$ cat config.mk
export PLATFORM = sky130hd
export DESIGN_NAME = tft_spi_monitor_flat
export DESIGN_NICKNAME = d
export VERILOG_FILES = /design/src/rtl/tft_pkg.sv /design/src/rtl/tft_spi_monitor_if.sv /design/src/rtl/spi_byte_rx.sv /design/src/rtl/tft_spi_monitor.sv /design/src/flat_wrapper.sv
export SDC_FILE = /design/constraint.sdc
export NUM_CORES = 1
export LEC_CHECK = 0
export CAP_MARGIN = 5
export CORE_MARGIN = 4
export CORE_UTILIZATION = 30
export DETAILED_ROUTE_END_ITERATION = 8
export GPL_TIMING_DRIVEN = 0
export SLEW_MARGIN = 10
export SYNTH_ARGS = -nofsm -noshare
export SYNTH_HDL_FRONTEND = slang
export SYNTH_SLANG_ARGS = --single-unit
$ cat constraint.sdc
create_clock -name clk -period 5.3 [get_ports clk]
set_clock_uncertainty 0.15 [all_clocks]
set_input_delay 1.06 -clock clk [delete_from_list [all_inputs] [get_ports clk]]
set_output_delay 1.06 -clock clk [all_outputs]
set_load 0.005 [all_outputs]
$ cat src/rtl/tft_pkg.sv
// Shared constants and FSM state type for the TFT SPI link monitor.
package tft_pkg;
    localparam logic [7:0] CMD_CASET = 8'h2A;
    localparam logic [7:0] CMD_PASET = 8'h2B;
    localparam logic [7:0] CMD_RAMWR = 8'h2C;

    localparam int unsigned TFT_W = 240;
    localparam int unsigned TFT_H = 320;

    typedef enum logic [2:0] {
        IDLE,
        CASET,
        PASET,
        RAMWR,
        SKIP
    } state_e;
endpackage

$ cat src/rtl/tft_spi_monitor_if.sv
// Write-only 4-wire TFT SPI pins; master drives, monitor observes.
interface tft_spi_monitor_if;
    logic spi_clk;
    logic spi_mosi;
    logic spi_dc;
    logic spi_cs;

    modport master (output spi_clk, spi_mosi, spi_dc, spi_cs);
    modport slave  (input  spi_clk, spi_mosi, spi_dc, spi_cs);
endinterface

$ cat src/rtl/spi_byte_rx.sv
// Synchronises the SPI pins, detects SCLK rising edges and assembles MSB-first bytes.
module spi_byte_rx #(
    parameter int unsigned SYNC_STAGES = 2
) (
    input  logic       clk,
    input  logic       rst,
    input  logic       spi_clk,
    input  logic       spi_mosi,
    input  logic       spi_dc,
    input  logic       spi_cs,
    output logic       byte_valid,
    output logic [7:0] byte_data,
    output logic       byte_dc,
    output logic       cmd_valid,
    output logic       frame_err
);
    logic [SYNC_STAGES-1:0] sclk_sync_q, sclk_sync_d;
    logic [SYNC_STAGES-1:0] mosi_sync_q, mosi_sync_d;
    logic [SYNC_STAGES-1:0] dc_sync_q,   dc_sync_d;
    logic [SYNC_STAGES-1:0] cs_sync_q,   cs_sync_d;
    logic       sclk_prev_q, sclk_prev_d;
    logic [2:0] cnt_q, cnt_d;
    logic [6:0] shift_q, shift_d;
    logic       byte_valid_q, byte_valid_d;
    logic [7:0] byte_data_q, byte_data_d;
    logic       byte_dc_q, byte_dc_d;
    logic       cmd_valid_q, cmd_valid_d;
    logic       frame_err_q, frame_err_d;

    logic sclk_s, mosi_s, dc_s, cs_s;
    assign sclk_s = sclk_sync_q[SYNC_STAGES-1];
    assign mosi_s = mosi_sync_q[SYNC_STAGES-1];
    assign dc_s   = dc_sync_q[SYNC_STAGES-1];
    assign cs_s   = cs_sync_q[SYNC_STAGES-1];

    always_ff @(posedge clk or negedge rst) begin
        if (!rst) begin
            sclk_sync_q  <= '0;
            mosi_sync_q  <= '0;
            dc_sync_q    <= '0;
            cs_sync_q    <= '1;
            sclk_prev_q  <= 1'b0;
            cnt_q        <= 3'd0;
            shift_q      <= 7'd0;
            byte_valid_q <= 1'b0;
            byte_data_q  <= 8'd0;
            byte_dc_q    <= 1'b0;
            cmd_valid_q  <= 1'b0;
            frame_err_q  <= 1'b0;
        end else begin
            sclk_sync_q  <= sclk_sync_d;
            mosi_sync_q  <= mosi_sync_d;
            dc_sync_q    <= dc_sync_d;
            cs_sync_q    <= cs_sync_d;
            sclk_prev_q  <= sclk_prev_d;
            cnt_q        <= cnt_d;
            shift_q      <= shift_d;
            byte_valid_q <= byte_valid_d;
            byte_data_q  <= byte_data_d;
            byte_dc_q    <= byte_dc_d;
            cmd_valid_q  <= cmd_valid_d;
            frame_err_q  <= frame_err_d;
        end
    end

    // mosi/dc are taken from the same stage as the edge so they stay aligned with it
    always_comb begin
        sclk_sync_d  = {sclk_sync_q[SYNC_STAGES-2:0], spi_clk};
        mosi_sync_d  = {mosi_sync_q[SYNC_STAGES-2:0], spi_mosi};
        dc_sync_d    = {dc_sync_q[SYNC_STAGES-2:0], spi_dc};
        cs_sync_d    = {cs_sync_q[SYNC_STAGES-2:0], spi_cs};
        sclk_prev_d  = sclk_s;
        cnt_d        = cnt_q;
        shift_d      = shift_q;
        byte_valid_d = 1'b0;
        byte_data_d  = byte_data_q;
        byte_dc_d    = byte_dc_q;
        cmd_valid_d  = 1'b0;
        frame_err_d  = 1'b0;

        if (cs_s) begin
            cnt_d       = 3'd0;
            frame_err_d = (cnt_q != 3'd0);
        end else if (sclk_s && !sclk_prev_q) begin
            shift_d = {shift_q[5:0], mosi_s};
            cnt_d   = cnt_q + 3'd1;
            if (cnt_q == 3'd7) begin
                byte_valid_d = 1'b1;
                byte_data_d  = {shift_q, mosi_s};
                byte_dc_d    = dc_s;
                cmd_valid_d  = !dc_s;
            end
        end
    end

    assign byte_valid = byte_valid_q;
    assign byte_data  = byte_data_q;
    assign byte_dc    = byte_dc_q;
    assign cmd_valid  = cmd_valid_q;
    assign frame_err  = frame_err_q;
endmodule

$ cat src/rtl/tft_spi_monitor.sv
// TFT SPI bus monitor: decodes CASET/PASET/RAMWR and emits one event per written pixel.
module tft_spi_monitor
    import tft_pkg::*;
#(
    parameter int unsigned COORD_W     = 9,
    parameter int unsigned SYNC_STAGES = 2
) (
    input  logic               clk,
    input  logic               rst,
    tft_spi_monitor_if.slave   spi,
    output logic               byte_valid,
    output logic [7:0]         byte_data,
    output logic               byte_dc,
    output logic               cmd_valid,
    output logic               pix_valid,
    output logic [COORD_W-1:0] pix_x,
    output logic [COORD_W-1:0] pix_y,
    output logic [15:0]        pix_color,
    output logic [COORD_W-1:0] win_xs,
    output logic [COORD_W-1:0] win_xe,
    output logic [COORD_W-1:0] win_ys,
    output logic [COORD_W-1:0] win_ye,
    output logic               proto_err
);
    localparam logic [COORD_W-1:0] XE_RST = COORD_W'(TFT_W - 1);
    localparam logic [COORD_W-1:0] YE_RST = COORD_W'(TFT_H - 1);

    logic       rx_frame_err;

    spi_byte_rx #(.SYNC_STAGES(SYNC_STAGES)) u_rx (
        .clk        (clk),
        .rst        (rst),
        .spi_clk    (spi.spi_clk),
        .spi_mosi   (spi.spi_mosi),
        .spi_dc     (spi.spi_dc),
        .spi_cs     (spi.spi_cs),
        .byte_valid (byte_valid),
        .byte_data  (byte_data),
        .byte_dc    (byte_dc),
        .cmd_valid  (cmd_valid),
        .frame_err  (rx_frame_err)
    );

    state_e             state_q, state_d;
    logic [1:0]         idx_q, idx_d;
    logic [7:0]         p0_q, p0_d, p1_q, p1_d, p2_q, p2_d;
    logic               hi_flag_q, hi_flag_d;
    logic [7:0]         hi_byte_q, hi_byte_d;
    logic [COORD_W-1:0] cur_x_q, cur_x_d, cur_y_q, cur_y_d;
    logic [COORD_W-1:0] win_xs_q, win_xs_d, win_xe_q, win_xe_d;
    logic [COORD_W-1:0] win_ys_q, win_ys_d, win_ye_q, win_ye_d;
    logic               pix_valid_q, pix_valid_d;
    logic [COORD_W-1:0] pix_x_q, pix_x_d, pix_y_q, pix_y_d;
    logic [15:0]        pix_color_q, pix_color_d;
    logic               proto_err_q, proto_err_d;
    logic [COORD_W-1:0] new_start, new_end;

    always_ff @(posedge clk or negedge rst) begin
        if (!rst) begin
            state_q     <= IDLE;
            idx_q       <= 2'd0;
            p0_q        <= 8'd0;
            p1_q        <= 8'd0;
            p2_q        <= 8'd0;
            hi_flag_q   <= 1'b0;
            hi_byte_q   <= 8'd0;
            cur_x_q     <= '0;
            cur_y_q     <= '0;
            win_xs_q    <= '0;
            win_xe_q    <= XE_RST;
            win_ys_q    <= '0;
            win_ye_q    <= YE_RST;
            pix_valid_q <= 1'b0;
            pix_x_q     <= '0;
            pix_y_q     <= '0;
            pix_color_q <= 16'd0;
            proto_err_q <= 1'b0;
        end else begin
            state_q     <= state_d;
            idx_q       <= idx_d;
            p0_q        <= p0_d;
            p1_q        <= p1_d;
            p2_q        <= p2_d;
            hi_flag_q   <= hi_flag_d;
            hi_byte_q   <= hi_byte_d;
            cur_x_q     <= cur_x_d;
            cur_y_q     <= cur_y_d;
            win_xs_q    <= win_xs_d;
            win_xe_q    <= win_xe_d;
            win_ys_q    <= win_ys_d;
            win_ye_q    <= win_ye_d;
            pix_valid_q <= pix_valid_d;
            pix_x_q     <= pix_x_d;
            pix_y_q     <= pix_y_d;
            pix_color_q <= pix_color_d;
            proto_err_q <= proto_err_d;
        end
    end

    always_comb begin
        state_d     = state_q;
        idx_d       = idx_q;
        p0_d        = p0_q;
        p1_d        = p1_q;
        p2_d        = p2_q;
        hi_flag_d   = hi_flag_q;
        hi_byte_d   = hi_byte_q;
        cur_x_d     = cur_x_q;
        cur_y_d     = cur_y_q;
        win_xs_d    = win_xs_q;
        win_xe_d    = win_xe_q;
        win_ys_d    = win_ys_q;
        win_ye_d    = win_ye_q;
        pix_valid_d = 1'b0;
        pix_x_d     = pix_x_q;
        pix_y_d     = pix_y_q;
        pix_color_d = pix_color_q;
        proto_err_d = proto_err_q | rx_frame_err;
        new_start   = COORD_W'({p0_q, p1_q});
        new_end     = COORD_W'({p2_q, byte_data});

        if (byte_valid && !byte_dc) begin
            // any command aborts the running sequence, including a pending colour high byte
            hi_flag_d = 1'b0;
            idx_d     = 2'd0;
            case (byte_data)
                CMD_CASET: state_d = CASET;
                CMD_PASET: state_d = PASET;
                CMD_RAMWR: begin
                    state_d = RAMWR;
                    cur_x_d = win_xs_q;
                    cur_y_d = win_ys_q;
                end
                default:   state_d = SKIP;
            endcase
        end else if (byte_valid) begin
            case (state_q)
                CASET, PASET: begin
                    idx_d = idx_q + 2'd1;
                    case (idx_q)
                        2'd0: p0_d = byte_data;
                        2'd1: p1_d = byte_data;
                        2'd2: p2_d = byte_data;
                        default: begin
                            if (state_q == CASET) begin
                                win_xs_d = new_start;
                                win_xe_d = new_end;
                            end else begin
                                win_ys_d = new_start;
                                win_ye_d = new_end;
                            end
                            if (new_start > new_end) proto_err_d = 1'b1;
                            state_d = SKIP;
                        end
                    endcase
                end
                RAMWR: begin
                    if (!hi_flag_q) begin
                        hi_flag_d = 1'b1;
                        hi_byte_d = byte_data;
                    end else begin
                        hi_flag_d   = 1'b0;
                        pix_valid_d = 1'b1;
                        pix_x_d     = cur_x_q;
                        pix_y_d     = cur_y_q;
                        pix_color_d = {hi_byte_q, byte_data};
                        // raster advance with wrap at the window's right and bottom edges
                        if (cur_x_q == win_xe_q) begin
                            cur_x_d = win_xs_q;
                            cur_y_d = (cur_y_q == win_ye_q) ? win_ys_q : cur_y_q + COORD_W'(1);
                        end else begin
                            cur_x_d = cur_x_q + COORD_W'(1);
                        end
                    end
                end
                default: ;
            endcase
        end
    end

    assign pix_valid = pix_valid_q;
    assign pix_x     = pix_x_q;
    assign pix_y     = pix_y_q;
    assign pix_color = pix_color_q;
    assign win_xs    = win_xs_q;
    assign win_xe    = win_xe_q;
    assign win_ys    = win_ys_q;
    assign win_ye    = win_ye_q;
    assign proto_err = proto_err_q;
endmodule

$ cat src/flat_wrapper.sv
// flat-port wrapper written by rule: the top's interface ports become plain ports
module tft_spi_monitor_flat import tft_pkg::*;
#(
    parameter int unsigned COORD_W     = 9,
    parameter int unsigned SYNC_STAGES = 2
)
  (clk, rst, byte_valid, byte_data, byte_dc, cmd_valid, pix_valid, pix_x, pix_y, pix_color, win_xs, win_xe, win_ys, win_ye, proto_err, spi_spi_clk, spi_spi_mosi, spi_spi_dc, spi_spi_cs);
  tft_spi_monitor_if spi_i ();
  input  logic clk;
  input  logic rst;
  output logic byte_valid;
  output logic [7:0] byte_data;
  output logic byte_dc;
  output logic cmd_valid;
  output logic pix_valid;
  output logic [COORD_W-1:0] pix_x;
  output logic [COORD_W-1:0] pix_y;
  output logic [15:0] pix_color;
  output logic [COORD_W-1:0] win_xs;
  output logic [COORD_W-1:0] win_xe;
  output logic [COORD_W-1:0] win_ys;
  output logic [COORD_W-1:0] win_ye;
  output logic proto_err;
  input wire logic [$bits(spi_i.spi_clk)-1:0] spi_spi_clk;
  input wire logic [$bits(spi_i.spi_mosi)-1:0] spi_spi_mosi;
  input wire logic [$bits(spi_i.spi_dc)-1:0] spi_spi_dc;
  input wire logic [$bits(spi_i.spi_cs)-1:0] spi_spi_cs;
  assign spi_i.spi_clk = spi_spi_clk;
  assign spi_i.spi_mosi = spi_spi_mosi;
  assign spi_i.spi_dc = spi_spi_dc;
  assign spi_i.spi_cs = spi_spi_cs;
  tft_spi_monitor #(.COORD_W(COORD_W), .SYNC_STAGES(SYNC_STAGES)) u_core (.clk(clk), .rst(rst), .spi(spi_i), .byte_valid(byte_valid), .byte_data(byte_data), .byte_dc(byte_dc), .cmd_valid(cmd_valid), .pix_valid(pix_valid), .pix_x(pix_x), .pix_y(pix_y), .pix_color(pix_color), .win_xs(win_xs), .win_xe(win_xe), .win_ys(win_ys), .win_ye(win_ye), .proto_err(proto_err));
endmodule
==> metrics.csv, run 1 <==
stage,metric,value,unit
worst_setup_path,cp_top_family,buffers and inverters,
global_routing,gr-usage-all-layers,14.1,%
cts,post_cts_resize_count,0,
worst_setup_path,slowest_cell_on_the_critical_path,sky130_fd_sc_hd__clkdlybuf4s50_1,
global_routing,grt_max_degree,79,
min_path,min-delay-path-class,flop to flop,
power_and_ir_drop,seq_power_share,45.1,%
worst_setup_path,crit_chain,clkdlybuf4s50_1,
floorplanning,fp.dieArea,23400,um2
logic_synthesis,synth.ff_latch_count,145,
logic_synthesis,synth-main-ff-cell,sky130_fd_sc_hd__dfrtp_1,
cells_and_area,layout_cell_share_with_drive_strength_beyond_1,23.1,%
power_and_ir_drop,sw_frac_of_total,19.4,%
route,drt_iter0_drc,275,
route,post_drt_via_cell_ratio,4.85,
worst_setup_path,worst_setup_path_end_kind,primary output,
cells_and_area,fin_area,8210,um2
logic_synthesis,synth_cell_types,50,
timing,clock.fmax,354,MHz
flow_run,total_of_max_cap_violations,0,
cts,clk_root_buffer_cell,sky130_fd_sc_hd__clkbuf_16,
power_and_ir_drop,powerDensity,311,nW/um2
timing,final-hold-violation-count,0,
global_routing,global_route_wire_length_before_repair,26000,um
cells_and_area,area_growth,30.3,%
cells_and_area,finish.net_count,662,
placement,detailed_placer_s_ending_hpwl,11900,um
cts,clock_tree.buffer_depth,2,
timing,timing_worst_slew_pin_value,0.749,ns
cts,cts.sink_count,145,
route,count_of_unresolved_drc_violations_after_routing,0,
cts,cts_inserted_buffers,17,
floorplanning,start_util,30.8,%
timing,unrepaired_setup_endpoints_after_global_routing,no,
cells_and_area,most-common-layout-cells,"sky130_fd_sc_hd__dfrtp_1, sky130_fd_sc_hd__clkdlybuf4s50_1, sky130_fd_sc_hd__mux2_2",
logic_synthesis,synth.net_count,554,
cts,cts.reportedPaths.clkPinSlew,0.06,ns
floorplanning,die_w,153,um
placement,placedCellCount,889,
timing,tcrit_tclk_final,53.3,%
route,number_of_iterations_in_the_first_detailed_routing_pass,5,
cts,htreeDepth,4,
timing,timing.final.setup_violations,0,
logic_synthesis,synthesis_warnings,0,
global_routing,grt_pass1_vias,4706,
logic_synthesis,synthesis.instances,530,
power_and_ir_drop,worst_ir_drop_vdd,0.241,mV
cts,worst_skew_pair_later_pin_latency,0.42,ns
power_and_ir_drop,power_frac_clock,52.7,%
cts,tritoncts,yes,
power_and_ir_drop,static-leakage-power,3.75,nW
floorplanning,rows,52,
logic_synthesis,synthArstFlopShare,100,%
timing,final_slew_violations,0,
route,antenna_left,0,
worst_setup_path,critPathKind,flop to primary output,
logic_synthesis,ys_seq_area_share,57.9,%
worst_setup_path,critical_path_arrival,1.61,ns
cts,cts.repair_timing.setup_buffer_count,0,
global_routing,antenna_found_initial,0,
cells_and_area,finalNonFillerCells,919,
run_status,status,"complete, no violations",
cts,cts_hold_repair.buffers,0,
timing,max_slew_margin,50.1,%
route,drt_wl_total,16000,um
cells_and_area,fill_cells,1974,
power_and_ir_drop,p_int,2.06,mW
worst_setup_path,crit_buf_inv,1,
worst_setup_path,critPathRequiredTime,4.09,ns
cells_and_area,insertedDiodeCount,0,
worst_setup_path,timing.critical_path.from_type,flop,
floorplanning,core_area,20400,um2
floorplanning,ios,89,
route,wl_per_cell,17.4,um
placement,post_place_instance_area,7550,um2
floorplanning,dieHeight,153,um
timing,whs,0.196,ns
power_and_ir_drop,combPwrFrac,2.2,%
placement,place.port_buffers,88,
placement,finalWeightedCongestion,0.830,
logic_synthesis,number_of_enable_flip_flop_cells_after_synthesis,0,
logic_synthesis,synth.cell_area,6300,um2
cells_and_area,final_common_cell,sky130_fd_sc_hd__dfrtp_1,
power_and_ir_drop,switching_power,0.494,mW
global_routing,globalRoute.totalOverflow,0,
worst_setup_path,max_stage_delay,0.62,ns
worst_setup_path,timing.critical_path.fanout_max,7,
timing,finalCriticalPeriod,2.82,ns
logic_synthesis,synth_area_per_cell,11.9,um2
route,dr_total_vias,4457,
[kinds of logic (layout without fill, tap and decap cells)]
kind of cell             Yosys count  count (layout)  share of synthesized area [%]
flip-flops                       145             145                           57.9
adder cells (fa/ha/maj)           18              18                           3.57
AO/OA/AOI/OAI                     90              90                           8.08
buffers and inverters             45             164                           3.18
XOR/XNOR                          23              23                           3.20
multiplexers                      82              82                           14.6
AND/OR/NAND/NOR                  127             127                           9.53
[final timing paths]
check,startpoint,end,slack (ns),cells past startpoint
max,u_core.u_rx.byte_data[2],byte_data[2],2.48,1
min,u_core.u_rx.sclk_sync_q[0],u_core.u_rx.sclk_sync_q[1],0.20,0
max reg2reg,u_core.u_rx.byte_data[1],u_core.cur_x_q[8],2.94,7
min reg2reg,u_core.u_rx.sclk_sync_q[0],u_core.u_rx.sclk_sync_q[1],0.20,0
max in group asynchronous,rst,u_core.u_rx.cs_sync_q[1],3.65,2
min in group asynchronous,rst,u_core.pix_x[5],0.53,1
[power groups by stage]
stage / Combinational [mW] / Clock (mW) / Sequential (mW)
CTS: 0.0574 / 1.37 / 1.15
floorplan: 0.0251 / 0 / 1.17
detailed placement: 0.0572 / 0 / 1.17
global placement: 0.0515 / 0 / 1.17
global route: 0.0635 / 1.42 / 1.16
finish: 0.0553 / 1.35 / 1.15
[per-stage QoR]
stage	util (%)	worst slack, ns	power [mW]	setup TNS (ns)
2_1_floorplan	-	3.33	1.19	0
5_1_grt	40.2	2.39	2.64	0
4_1_cts	40.2	2.42	2.58	0
3_3_place_gp	36.8	-2.60	1.22	-346.96
6_report	40.2	2.48	2.55	0
3_5_place_dp	37.0	2.88	1.23	0
[Yosys cell counts, drive strengths merged, types with 2 or more instances]
master,n,area [um2]
nor3,7,35.0
nand3,13,70.1
mux2,77,867
ha,18,225
a31oi,3,18.8
a22oi,2,15.0
dfstp,16,420
a211oi,2,15.0
and3,3,18.8
o22a,2,17.5
nand4,5,31.3
nor2b,4,25.0
nand2,59,224
a21oi,23,115
xnor2,4,35.0
dfrtp,129,3230
o21ai,46,234
nand2b,5,31.3
nor2,20,75.1
and2,3,18.8
clkbuf,6,25.0
buf,17,92.6
o22ai,3,18.8
nor4,4,40.0
o21a,2,15.0
xor2,19,166
mux2i,5,50.1
inv,22,82.6
[flip-flops by register name, summed over array words and instances (netlist names), 3 cells and up]
register               count
u_core.cur_x_q             9
u_core.cur_y_q             9
u_core.hi_byte_q           8
u_core.p1_q                8
u_core.pix_color          16
u_core.pix_x               9
u_core.pix_y               9
u_core.state_q             3
u_core.u_rx.byte_data      8
u_core.u_rx.cnt_q          3
u_core.u_rx.shift_q        7
u_core.win_xe              9
u_core.win_xs              9
u_core.win_ye              9
u_core.win_ys              9
[layer usage]
metal  vias to the layer above  share of wire (%)  track usage, %  routed length, um
met5                         -                  0               0                  0
met4                         0                2.3            5.01                374
met3                        27                7.6            5.57               1220
met2                       135                 48            23.1               7720
met1                      2238                 42            17.0               6690
li1                       2057                  -               -                  -
[worst reg2reg max path, stage by stage (launching register included)]
cell and delay, ns:
sky130_fd_sc_hd__dfrtp_1 0.53, sky130_fd_sc_hd__inv_1 0.28, sky130_fd_sc_hd__nand3_2 0.12, sky130_fd_sc_hd__o31a_1 0.33
sky130_fd_sc_hd__buf_6 0.15, sky130_fd_sc_hd__nor4_4 0.32, sky130_fd_sc_hd__xor2_1 0.11, sky130_fd_sc_hd__mux2_2 0.27
[final cells by class]
type | count | area [um2] | share of cell area [%]
Sequential cell | 145 | 3650 | 44.4
Multi-Input combinational cell | 340 | 2450 | 29.9
Timing Repair Buffer | 89 | 910 | 11.1
Clock buffer | 19 | 453 | 5.51
Tap cell | 270 | 338 | 4.11
Clock inverter | 11 | 210 | 2.56
Buffer | 23 | 118 | 1.43
Inverter | 22 | 82.6 | 1.01
Power figures use the tool's default switching activity.
==> run 2, diff against run 1 <==
==> constraint.sdc (replaced) <==
create_clock -name clk -period 3 [get_ports clk]
set_clock_uncertainty 0.15 [all_clocks]
set_input_delay 0.6 -clock clk [delete_from_list [all_inputs] [get_ports clk]]
set_output_delay 0.6 -clock clk [all_outputs]
set_load 0.005 [all_outputs]
==> results of run 2 <==
The final DEF is identical to that of run 1. Status: complete, no violations.
Main changes from that run: setup slack after placement 2.88 ns -> 0.587 ns; setup slack after layout 2.48 ns -> 0.635 ns; hold slack 0.196 ns -> 0.0652 ns; start point of the critical path u_core.u_rx.byte_data[2] -> u_core.u_rx.byte_data[1]; end point of the critical path byte_data[2] -> u_core.cur_x_q[8]; register-to-register setup slack 2.94 ns -> 0.64 ns; total power 2.55 mW -> 4.51 mW; worst IR drop on VDD 0.241 mV -> 0.425 mV
==> run 3, diff against run 2 <==
==> constraint.sdc (replaced) <==
create_clock -name clk -period 2.3 [get_ports clk]
set_clock_uncertainty 0.15 [all_clocks]
set_input_delay 0.46 -clock clk [delete_from_list [all_inputs] [get_ports clk]]
set_output_delay 0.46 -clock clk [all_outputs]
set_load 0.005 [all_outputs]
==> metrics.csv, run 3 (synthesis gave the netlist of run 1 again) <==
stage,metric,value,unit,change
route,dr_total_vias,4489,,+0.72%
worst_setup_path,max_stage_delay,0.43,ns,
worst_setup_path,r2r_cells,8,,+1
route,number_of_iterations_in_the_first_detailed_routing_pass,4,,-1
global_routing,grt_pass1_vias,4706,,unchanged
min_path,worst_hold_path.num_cells,0,,
route,routedLengthMet1,6690,um,about the same
floorplanning,start_util,30.8,%,unchanged
worst_setup_path,timing.critical_path.from_type,flop,,
route,drt_iter0_drc,265,,-3.6%
power_and_ir_drop,static-leakage-power,3.78,nW,+0.93%
power_and_ir_drop,power_frac_clock,52.6,%,about the same
route,routed_wire_length_on_met3,1210,um,-0.82%
route,wl_per_cell,17.3,um,-0.47%
worst_setup_path,critPathKind,flop to flop,,
route,count_of_unresolved_drc_violations_after_routing,0,,unchanged
cells_and_area,fin_area,8310,um2,+1.2%
global_routing,grt_max_degree,79,,unchanged
global_routing,gr-usage-all-layers,14.1,%,about the same
timing,clock.fmax,466,MHz,
placement,post_place_instance_area,7550,um2,unchanged
power_and_ir_drop,combPwrFrac,2.2,%,about the same
placement,placedCellCount,889,,unchanged
timing,timing.final.ws_setup,0.152,ns,
worst_setup_path,critPathRequiredTime,2.48,ns,
worst_setup_path,crit_chain,nor2_1 -> nand4_1 -> buf_4 -> or3_1 -> o21ai_4 -> buf_6 -> a21oi_1 -> a21oi_1,,
min_path,min-delay-start,u_core.u_rx.sclk_sync_q[0],,
flow_run,total_of_max_cap_violations,0,,unchanged
cts,cts.sink_count,145,,unchanged
min_path,min-delay-path-class,flop to flop,,
power_and_ir_drop,seq_power_share,45.2,%,about the same
route,met2RoutedLength,7770,um,+0.66%
run_status,status,"complete, no violations",,
cts,tritoncts,yes,,
worst_setup_path,cp_top_family,simple AND/OR/NAND/NOR gates,,
worst_setup_path,dominant_cell_type_by_count_on_the_critical_path,sky130_fd_sc_hd__a21oi_1,,
cts,worst_skew_pair_later_pin_latency,0.42,ns,about the same
cts,cts_inserted_buffers,17,,unchanged
timing,final_slew_violations,0,,unchanged
route,antenna_left,0,,unchanged
worst_setup_path,crit_buf_inv,2,,
floorplanning,ios,89,,unchanged
timing,max_slew_margin,50.1,%,+0.054 points
cells_and_area,area_growth,31.8,%,
cells_and_area,flip_flop_count_of_the_largest_register_after_layout,16,,unchanged
floorplanning,dieHeight,153,um,unchanged
global_routing,globalRoute.totalOverflow,0,,unchanged
route,topRoutingLayerUsed,met4,,
power_and_ir_drop,p_int,4.75,mW,
placement,pre_cts_ws,-0.113,ns,
cells_and_area,finalNonFillerCells,927,,+0.87%
power_and_ir_drop,worst_ir_drop_vdd,0.480,mV,
worst_setup_path,timing.critical_path.fanout_max,10,,
timing,tcrit_tclk_final,93.4,%,
worst_setup_path,crit-reg2reg-launch,u_core.u_rx.byte_data[7],,
min_path,min_delay_worst_endpoint,u_core.u_rx.sclk_sync_q[1],,
worst_setup_path,critical_path_arrival,2.33,ns,
cells_and_area,final_common_cell,sky130_fd_sc_hd__dfrtp_1,,
timing,finalCriticalPeriod,2.15,ns,
route,post_drt_via_cell_ratio,4.84,,-0.15%
worst_setup_path,slowest_cell_on_the_critical_path,sky130_fd_sc_hd__dfrtp_2,,
cells_and_area,layout_cell_share_with_drive_strength_beyond_1,25.7,%,+2.6 points
global_routing,global_route_wire_length_before_repair,26100,um,about the same
cts,cts.reportedPaths.clkPinSlew,0.06,ns,about the same
timing,timing_worst_slew_pin_value,0.748,ns,-0.000811 ns
placement,detailed_placer_s_ending_hpwl,11900,um,unchanged
power_and_ir_drop,powerDensity,708,nW/um2,
timing,whs,0.196,ns,
timing,final-hold-violation-count,0,,unchanged
floorplanning,fp.dieArea,23400,um2,unchanged
worst_setup_path,regToRegSetupSlack,0.15,ns,
placement,place.port_buffers,88,,unchanged
power_and_ir_drop,sw_frac_of_total,19.3,%,
cts,clk_root_buffer_cell,sky130_fd_sc_hd__clkbuf_16,,
cts,clock_tree.buffer_depth,2,,unchanged
worst_setup_path,reg2reg_to,u_core.cur_y_q[8],,
worst_setup_path,worst_setup_path_end_kind,flop,,
route,drt_wl_total,16100,um,+0.40%
cells_and_area,most-common-layout-cells,"sky130_fd_sc_hd__dfrtp_1, sky130_fd_sc_hd__clkdlybuf4s50_1, sky130_fd_sc_hd__mux2_2",,
global_routing,antenna_found_initial,0,,unchanged
power_and_ir_drop,switching_power,1.13,mW,
cts,htreeDepth,4,,unchanged
cells_and_area,finish.net_count,670,,+1.2%
floorplanning,die_w,153,um,unchanged
timing,timing.final.setup_violations,0,,unchanged
cells_and_area,insertedDiodeCount,0,,unchanged
placement,finalWeightedCongestion,0.830,,unchanged
floorplanning,core_area,20400,um2,unchanged
floorplanning,rows,52,,unchanged
[run 3: power groups by stage]
stage / Combinational, mW / Sequential, mW / Clock, mW
floorplan: 0.0579 / 2.69 / 0
global placement: 0.119 / 2.70 / 0
detailed placement: 0.132 / 2.70 / 0
CTS: 0.134 / 2.66 / 3.16
global route: 0.148 / 2.66 / 3.26
finish: 0.129 / 2.66 / 3.09
[run 3: how the worst max path moves through the flow]
stage | startpoint | endpoint | slack, ns | depth (start not counted)
final | u_core.u_rx.byte_data[7] | u_core.cur_y_q[8] | 0.15 | 8
after global placement | rst | u_core.pix_valid | -5.00 | 1
after detailed placement | u_core.u_rx.byte_data[1] | u_core.cur_x_q[8] | -0.11 | 7
after CTS | u_core.u_rx.byte_data[6] | u_core.cur_x_q[8] | 0.01 | 7
after floorplan | u_core.u_rx.byte_data[0] | u_core.cur_x_q[8] | 0.33 | 7
after global routing | u_core.win_xe[5] | u_core.cur_x_q[6] | -0.004 | 7
[run 3: per-layer routing]
metal	vias to the layer above	GRT usage, %
li1	2063	-
met1	2248	17.0
met2	152	23.1
met3	26	5.57
met4	0	5.09
met5	-	0
[run 3: final cells by class]
class	count	area, um2
Fill cell	1963	12100
Sequential cell	145	3660
Multi-Input combinational cell	340	2470
Timing Repair Buffer	97	972
Clock buffer	19	453
Tap cell	270	338
Clock inverter	11	210
Buffer	23	125
Inverter	22	85.1
[run 3: through the flow]
step | utilization (%) | setup TNS, ns | power (mW)
4_1_cts | 40.3 | 0 | 5.95
3_5_place_dp | 37.0 | -0.239 | 2.83
2_1_floorplan | - | 0 | 2.75
5_1_grt | 40.7 | -0.00416 | 6.07
3_3_place_gp | 36.8 | -695.15 | 2.82
6_report | 40.7 | 0 | 5.88
[run 3: what timing repair did]
item / in CTS / in global routing
hold buffers: 1 / 0
pin swaps: 1 / 4
resized for setup: 8 / 8
endpoints found under the hold margin: 64 / 0
buffers inserted: 0 / 7
setup endpoints to repair: 7 / 12
cloned: 0 / 0
